===== src/rtl/viterbi_frame_ctrl_if.sv =====
// Handshake and datapath-control bundle between the Viterbi frame sequencer and its neighbours.
// The master side is the sequencer; the slave side is the symbol source, datapath and bit sink.
interface viterbi_frame_ctrl_if #(
  parameter int unsigned ADDR_W = 4
);
  logic              start;
  logic              in_valid;
  logic              in_ready;
  logic [1:0]        rx_pair;
  logic [1:0]        bmc_rx_pair;
  logic              metric_clr;
  logic              acs_en;
  logic              surv_wr_en;
  logic [ADDR_W-1:0] surv_addr;
  logic              tb_en;
  logic              tb_first;
  logic              tb_bit;
  logic              dout_valid;
  logic              dout_ready;
  logic              dout_bit;
  logic              busy;
  logic              frame_done;

  modport master (
    input  start, in_valid, rx_pair, tb_bit, dout_ready,
    output in_ready, bmc_rx_pair, metric_clr, acs_en, surv_wr_en, surv_addr,
           tb_en, tb_first, dout_valid, dout_bit, busy, frame_done
  );

  modport slave (
    output start, in_valid, rx_pair, tb_bit, dout_ready,
    input  in_ready, bmc_rx_pair, metric_clr, acs_en, surv_wr_en, surv_addr,
           tb_en, tb_first, dout_valid, dout_bit, busy, frame_done
  );
endinterface


===== src/rtl/viterbi_frame_ctrl.sv =====
// Frame sequencer for the K=3 Viterbi decoder: clear, ACS over the frame, traceback, then
// stream the decoded data bits (tail bits dropped). All outputs except in_ready are registered.
module viterbi_frame_ctrl #(
  parameter int unsigned FRAME_LEN = 16,
  parameter int unsigned ADDR_W    = 4
) (
  input logic                  clk,
  input logic                  rst,
  viterbi_frame_ctrl_if.master bus
);
  localparam logic [2:0] S_IDLE  = 3'd0;
  localparam logic [2:0] S_CLR   = 3'd1;
  localparam logic [2:0] S_ACS   = 3'd2;
  localparam logic [2:0] S_DRAIN = 3'd3;
  localparam logic [2:0] S_TB    = 3'd4;
  localparam logic [2:0] S_OUT   = 3'd5;

  localparam logic [ADDR_W-1:0] LAST_STEP = ADDR_W'(FRAME_LEN - 1);
  localparam logic [ADDR_W-1:0] LAST_BIT  = ADDR_W'(FRAME_LEN - 3);

  logic [2:0]           r_state,       w_state;
  logic [ADDR_W-1:0]    r_sym_cnt,     w_sym_cnt;
  logic [ADDR_W-1:0]    r_out_cnt,     w_out_cnt;
  logic [FRAME_LEN-1:0] r_obuf,        w_obuf;
  logic [1:0]           r_bmc_rx_pair, w_bmc_rx_pair;
  logic [ADDR_W-1:0]    r_surv_addr,   w_surv_addr;
  logic                 r_metric_clr,  w_metric_clr;
  logic                 r_acs_en,      w_acs_en;
  logic                 r_surv_wr_en,  w_surv_wr_en;
  logic                 r_tb_en,       w_tb_en;
  logic                 r_tb_first,    w_tb_first;
  logic                 r_dout_valid,  w_dout_valid;
  logic                 r_dout_bit,    w_dout_bit;
  logic                 r_busy,        w_busy;
  logic                 r_frame_done,  w_frame_done;
  logic [ADDR_W-1:0]    w_out_cnt_inc;

  assign w_out_cnt_inc = r_out_cnt + ADDR_W'(1);

  // Next state and next registered outputs
  always_comb begin
    w_state       = r_state;
    w_sym_cnt     = r_sym_cnt;
    w_out_cnt     = r_out_cnt;
    w_obuf        = r_obuf;
    w_bmc_rx_pair = r_bmc_rx_pair;
    w_surv_addr   = r_surv_addr;
    w_metric_clr  = 1'b0;
    w_acs_en      = 1'b0;
    w_surv_wr_en  = 1'b0;
    w_tb_en       = 1'b0;
    w_tb_first    = 1'b0;
    w_dout_valid  = 1'b0;
    w_dout_bit    = 1'b0;
    w_frame_done  = 1'b0;
    case (r_state)
      S_IDLE: begin
        if (bus.start) begin
          w_state      = S_CLR;
          w_metric_clr = 1'b1;
        end
      end
      S_CLR: begin
        w_state   = S_ACS;
        w_sym_cnt = '0;
      end
      S_ACS: begin
        if (bus.in_valid) begin
          w_acs_en      = 1'b1;
          w_surv_wr_en  = 1'b1;
          w_surv_addr   = r_sym_cnt;
          w_bmc_rx_pair = bus.rx_pair;
          if (r_sym_cnt == LAST_STEP) begin
            w_state = S_DRAIN;
          end else begin
            w_sym_cnt = r_sym_cnt + ADDR_W'(1);
          end
        end
      end
      S_DRAIN: begin
        w_state     = S_TB;
        w_tb_en     = 1'b1;
        w_tb_first  = 1'b1;
        w_surv_addr = LAST_STEP;
      end
      S_TB: begin
        w_obuf[r_surv_addr] = bus.tb_bit;
        // Stage 0's bit is forwarded straight into the first output word
        if (r_surv_addr == '0) begin
          w_state      = S_OUT;
          w_out_cnt    = '0;
          w_dout_valid = 1'b1;
          w_dout_bit   = bus.tb_bit;
        end else begin
          w_tb_en     = 1'b1;
          w_surv_addr = r_surv_addr - ADDR_W'(1);
        end
      end
      S_OUT: begin
        w_dout_valid = 1'b1;
        w_dout_bit   = r_dout_bit;
        if (bus.dout_ready) begin
          if (r_out_cnt == LAST_BIT) begin
            w_state      = S_IDLE;
            w_dout_valid = 1'b0;
            w_dout_bit   = 1'b0;
            w_frame_done = 1'b1;
          end else begin
            w_out_cnt  = w_out_cnt_inc;
            w_dout_bit = r_obuf[w_out_cnt_inc];
          end
        end
      end
      default: w_state = S_IDLE;
    endcase
    w_busy = (w_state != S_IDLE);
  end

  // State and output registers
  always_ff @(posedge clk) begin
    if (rst) begin
      r_state       <= S_IDLE;
      r_sym_cnt     <= '0;
      r_out_cnt     <= '0;
      r_obuf        <= '0;
      r_bmc_rx_pair <= '0;
      r_surv_addr   <= '0;
      r_metric_clr  <= 1'b0;
      r_acs_en      <= 1'b0;
      r_surv_wr_en  <= 1'b0;
      r_tb_en       <= 1'b0;
      r_tb_first    <= 1'b0;
      r_dout_valid  <= 1'b0;
      r_dout_bit    <= 1'b0;
      r_busy        <= 1'b0;
      r_frame_done  <= 1'b0;
    end else begin
      r_state       <= w_state;
      r_sym_cnt     <= w_sym_cnt;
      r_out_cnt     <= w_out_cnt;
      r_obuf        <= w_obuf;
      r_bmc_rx_pair <= w_bmc_rx_pair;
      r_surv_addr   <= w_surv_addr;
      r_metric_clr  <= w_metric_clr;
      r_acs_en      <= w_acs_en;
      r_surv_wr_en  <= w_surv_wr_en;
      r_tb_en       <= w_tb_en;
      r_tb_first    <= w_tb_first;
      r_dout_valid  <= w_dout_valid;
      r_dout_bit    <= w_dout_bit;
      r_busy        <= w_busy;
      r_frame_done  <= w_frame_done;
    end
  end

  assign bus.in_ready    = (r_state == S_ACS);
  assign bus.bmc_rx_pair = r_bmc_rx_pair;
  assign bus.metric_clr  = r_metric_clr;
  assign bus.acs_en      = r_acs_en;
  assign bus.surv_wr_en  = r_surv_wr_en;
  assign bus.surv_addr   = r_surv_addr;
  assign bus.tb_en       = r_tb_en;
  assign bus.tb_first    = r_tb_first;
  assign bus.dout_valid  = r_dout_valid;
  assign bus.dout_bit    = r_dout_bit;
  assign bus.busy        = r_busy;
  assign bus.frame_done  = r_frame_done;
endmodule

===== src/flat_wrapper.sv =====
// flat-port wrapper written by rule: the top's interface ports become plain ports
module viterbi_frame_ctrl_flat 
#(
  parameter int unsigned FRAME_LEN = 16,
  parameter int unsigned ADDR_W    = 4
)
  (clk, rst, bus_start, bus_in_valid, bus_rx_pair, bus_tb_bit, bus_dout_ready, bus_in_ready, bus_bmc_rx_pair, bus_metric_clr, bus_acs_en, bus_surv_wr_en, bus_surv_addr, bus_tb_en, bus_tb_first, bus_dout_valid, bus_dout_bit, bus_busy, bus_frame_done);
  viterbi_frame_ctrl_if #(.ADDR_W(ADDR_W)) bus_i ();
  input logic clk;
  input logic rst;
  input wire logic [$bits(bus_i.start)-1:0] bus_start;
  input wire logic [$bits(bus_i.in_valid)-1:0] bus_in_valid;
  input wire logic [$bits(bus_i.rx_pair)-1:0] bus_rx_pair;
  input wire logic [$bits(bus_i.tb_bit)-1:0] bus_tb_bit;
  input wire logic [$bits(bus_i.dout_ready)-1:0] bus_dout_ready;
  output wire logic [$bits(bus_i.in_ready)-1:0] bus_in_ready;
  output wire logic [$bits(bus_i.bmc_rx_pair)-1:0] bus_bmc_rx_pair;
  output wire logic [$bits(bus_i.metric_clr)-1:0] bus_metric_clr;
  output wire logic [$bits(bus_i.acs_en)-1:0] bus_acs_en;
  output wire logic [$bits(bus_i.surv_wr_en)-1:0] bus_surv_wr_en;
  output wire logic [$bits(bus_i.surv_addr)-1:0] bus_surv_addr;
  output wire logic [$bits(bus_i.tb_en)-1:0] bus_tb_en;
  output wire logic [$bits(bus_i.tb_first)-1:0] bus_tb_first;
  output wire logic [$bits(bus_i.dout_valid)-1:0] bus_dout_valid;
  output wire logic [$bits(bus_i.dout_bit)-1:0] bus_dout_bit;
  output wire logic [$bits(bus_i.busy)-1:0] bus_busy;
  output wire logic [$bits(bus_i.frame_done)-1:0] bus_frame_done;
  assign bus_i.start = bus_start;
  assign bus_i.in_valid = bus_in_valid;
  assign bus_i.rx_pair = bus_rx_pair;
  assign bus_i.tb_bit = bus_tb_bit;
  assign bus_i.dout_ready = bus_dout_ready;
  assign bus_in_ready = bus_i.in_ready;
  assign bus_bmc_rx_pair = bus_i.bmc_rx_pair;
  assign bus_metric_clr = bus_i.metric_clr;
  assign bus_acs_en = bus_i.acs_en;
  assign bus_surv_wr_en = bus_i.surv_wr_en;
  assign bus_surv_addr = bus_i.surv_addr;
  assign bus_tb_en = bus_i.tb_en;
  assign bus_tb_first = bus_i.tb_first;
  assign bus_dout_valid = bus_i.dout_valid;
  assign bus_dout_bit = bus_i.dout_bit;
  assign bus_busy = bus_i.busy;
  assign bus_frame_done = bus_i.frame_done;
  viterbi_frame_ctrl #(.FRAME_LEN(FRAME_LEN), .ADDR_W(ADDR_W)) u_core (.clk(clk), .rst(rst), .bus(bus_i));
endmodule

===== config.mk =====
export PLATFORM = sky130hd
export DESIGN_NAME = viterbi_frame_ctrl_flat
export DESIGN_NICKNAME = d
export VERILOG_FILES = /design/src/rtl/viterbi_frame_ctrl_if.sv /design/src/rtl/viterbi_frame_ctrl.sv /design/src/flat_wrapper.sv
export SDC_FILE = /design/constraint.sdc
export NUM_CORES = 1
export LEC_CHECK = 0
export CORE_AREA = 2 2 71 73
export DETAILED_ROUTE_END_ITERATION = 12
export DIE_AREA = 0 0 73 75
export GPL_ROUTABILITY_DRIVEN = 0
export PLACE_DENSITY_LB_ADDON = 0.05
export SLEW_MARGIN = 5
export SYNTH_ARGS = -nofsm -noshare
export SYNTH_HDL_FRONTEND = slang
export SYNTH_SLANG_ARGS = --single-unit

===== constraint.sdc =====
create_clock -name clk -period 3.59 [get_ports clk]
set_clock_uncertainty 0.1 [all_clocks]
set_input_delay 0.718 -clock clk [delete_from_list [all_inputs] [get_ports clk]]
set_output_delay 0.718 -clock clk [all_outputs]
set_load 0.02 [all_outputs]

==> impl_metrics.json <==
{
  "synth-compound-area-share": 0.108,
  "dp_hpwl_mm": 3.17,
  "timing.rr.start": "u_core.r_out_cnt[0]",
  "crit_arrival_ns": 1.79,
  "end_kind": "primary output",
  "drt-initial-drc-count": 95,
  "worstHoldPathCells": 2,
  "totalWireLength_mm": 4.60,
  "drv_cap": 0,
  "antenna_cells": 0,
  "min_period_ns": 2.60,
  "cp_slowest_stage_delay_ns": 0.64,
  "cts_resized": 0,
  "peakVddDrop_uv": 182,
  "stdcell_area_sq_um": 2500,
  "min-delay-start": "u_core.r_obuf[0]",
  "synth_ff_type": "dfxtp_1",
  "cp-startpoint": "u_core.r_state[0]",
  "vias": 1705,
  "htreeDepth": 2,
  "rsz0062_at_grt": "no",
  "die_area_sq_um": 5480,
  "start_kind": "flop",
  "grt_usage": 0.181,
  "io_buffers": 23,
  "hold_violations": 0,
  "cts.sinks": 41,
  "synth-seq-cells": 41,
  "crit_buf_inv": 1,
  "syn_area_per_cell_sq_um": 8.97,
  "regToRegEndpoint": "u_core.bus.dout_bit",
  "dp_cells": 300,
  "cts_root_buf": "clkbuf_8",
  "ys_types": 47,
  "placed_area_sq_um": 2360,
  "required_ns": 2.77,
  "crit_fanout": 15,
  "wl_per_cell_microns": 14.9,
  "synth-simple-area-share": 0.254,
  "drc_errors": 0,
  "dieHeight_microns": 75,
  "p_leak_nw": 0.973,
  "antenna_found_initial": 0,
  "die_w_microns": 73,
  "synthAdderAreaFrac": 0.0410,
  "clk_pin_slew_worst_paths_ns": 0.09,
  "start_util": 0.458,
  "async_reset_ff_frac": 0,
  "synth.area.mux_share": 0.137,
  "grt_pass1_wl_mm": 7.49,
  "io_pins": 24,
  "ant_nets": 0,
  "overflow": 0,
  "finalSetupTns_ns": 0,
  "hold_path_class": "reg -> reg",
  "yosys.area_share.xor_xnor": 0.0164,
  "fin_cells": 308,
  "worstSkewPairLatency_ns": 0.30,
  "cp_top_family": "flip-flops",
  "grt_pass1_vias": 1533,
  "whs_endpoint": "u_core.r_obuf[0]",
  "cellPowerDensity_nw_per_um2": 417,
  "synth_edf_count": 0,
  "crit_chain": "nor2_1 -> and2_1 -> clkdlybuf4s50_1",
  "cts_setup_buffers": 0,
  "status": "complete, no violations",
  "layout.nets": 268,
  "postCtsHoldBufs": 0,
  "maxSlewHeadroom": 0.670,
  "numCtsBuffers": 5,
  "netlist_area_sq_um": 2140,
  "fmax_ghz": 0.384,
  "dr.pass1.iters": 4,
  "period_share": 0.726,
  "finalSetupViolCount": 0,
  "synth_top_family_by_area": "simple AND/OR/NAND/NOR gates",
  "netlist_instances": 238,
  "synth_seq_area_share": 0.384,
  "viasPerCell": 5.54,
  "num_rows": 25,
  "criticalPathCategory": "reg -> out",
  "syn-num-nets": 253,
  "r2r_cells": 5,
  "syn_to_final_growth_pct": 16.9,
  "tightest_slew_ns": 0.494,
  "synth_warnings": 0,
  "fp.coreArea_sq_um": 4660,
  "cts_tree": "done",
  "rrSetupSlack_ns": 1.42,
  "crit_slowest_cell": "dfxtp_1",
  "cts_max_path_buffers": 2,
  "grt_max_degree": 23,
  "final_max_slew_viol_count": 0,
  "p_total_mw": 1.04,
  "drive_gt1_frac": 0.0984
}
## worst register-to-register path, cell delays in order, from the launching register on
cell,delay [ns]
dfxtp_1,0.59
ha_1,0.38
mux4_2,0.54
mux2_2,0.28
nand4_1,0.09
nand3_1,0.08
## cell families (layout without fill, tap and decap cells)
logic type	count (synthesis)	after routing
AND/OR/NAND/NOR	100	100
flip-flops	41	41
AO/OA/AOI/OAI	36	36
buffers and inverters	26	42
multiplexers	24	24
adder cells (fa/ha/maj)	7	7
XOR/XNOR	4	4
## flip-flops by register name (all words and copies together), names as in the netlist
| register | count |
|---|---|
| u_core.bus.tb_first | 1 |
| u_core.bus.acs_en | 1 |
| u_core.r_out_cnt | 4 |
| u_core.bus.metric_clr | 1 |
| u_core.r_obuf | 16 |
| u_core.bus.surv_addr | 4 |
| u_core.bus.bmc_rx_pair | 2 |
| u_core.bus.busy | 1 |
| u_core.bus.tb_en | 1 |
| u_core.r_sym_cnt | 4 |
| u_core.bus.frame_done | 1 |
| u_core.bus.dout_valid | 1 |
| u_core.bus.dout_bit | 1 |
| u_core.r_state | 3 |
## worst max path at each step
stage | cells past startpoint | slack [ns] | endpoint
detailed placement | 5 | 1.21 | u_core.r_sym_cnt[3]
global placement | 5 | 1.24 | u_core.r_sym_cnt[3]
CTS | 3 | 0.97 | bus_in_ready
global route | 3 | 0.83 | bus_in_ready
finish | 3 | 0.99 | bus_in_ready
floorplan | 7 | 1.68 | u_core.bus.surv_addr[0]
## cell usage after synthesis (all sizes together), types with 2 or more instances
master	count	area share
xor2	2	0.0082
mux2	2	0.011
mux4	4	0.042
ha	7	0.041
nand3b	5	0.018
a21oi	15	0.035
inv	7	0.012
mux2i	18	0.084
dfxtp	41	0.38
or2	2	0.0059
or3	3	0.0088
nand4b	2	0.0082
nand4	6	0.018
nand2	10	0.018
o21ai	9	0.021
nor3b	4	0.016
xnor2	2	0.0082
nor3	5	0.012
nand2b	3	0.0088
nor2b	3	0.0088
nand3	16	0.037
buf	10	0.031
a311oi	2	0.011
nor2	32	0.056
or3b	2	0.0082
clkbuf	9	0.016
## power breakdown
part	switching [mW]	leakage (nW)	internal (mW)
Combinational	0.0609	0.573	0.0514
Clock	0.168	0.0681	0.276
Sequential	0.0186	0.331	0.465
Total	0.247	0.973	0.793
## layout by cell type, fill, tap and decap left out, types with 3 or more instances in the layout
cell             netlist  routed
dfxtp_1               41      41
nor2_1                32      32
clkdlybuf4s50_1        0      23
mux2i_1               18      18
nand3_1               16      16
a21oi_1               15      15
nand2_1               10      10
o21ai_0                9       9
inv_1                  7       7
ha_1                   7       7
nand4_1                6       6
nand3b_1               5       5
nor3_1                 5       5
clkbuf_8               0       5
mux4_2                 4       4
buf_4                  4       4
nor2b_1                3       3
nand2b_1               3       3
nor3b_1                3       3
or3_1                  3       3
## per-stage QoR
stage               setup WS, ns  hold slack (ns)  utilization
global placement            1.24            0.372        0.507
CTS                        0.966            0.394        0.536
global route               0.830            0.424        0.536
floorplan                   1.68            0.351            -
detailed placement          1.21            0.377        0.507
finish                     0.985            0.393        0.536
## layout make-up
class	count	area (sq um)
clock buffer	5	68.8
tap	54	67.6
inverter	7	26.3
sequential	41	821
multi-input combinational	171	1190
timing repair buffer	27	260
clock inverter	3	65.1
fill	427	2160
## per-layer routing
metal	global-route usage	part of all wire	routed length, microns	vias to the layer above
met5	0	0	0	-
met4	0.0720	0.0078	36	0
met3	0.0522	0.039	179	4
met2	0.271	0.44	2040	29
met1	0.247	0.51	2340	797
li1	-	-	-	875
Note: power is estimated with default switching activity, not from simulation.
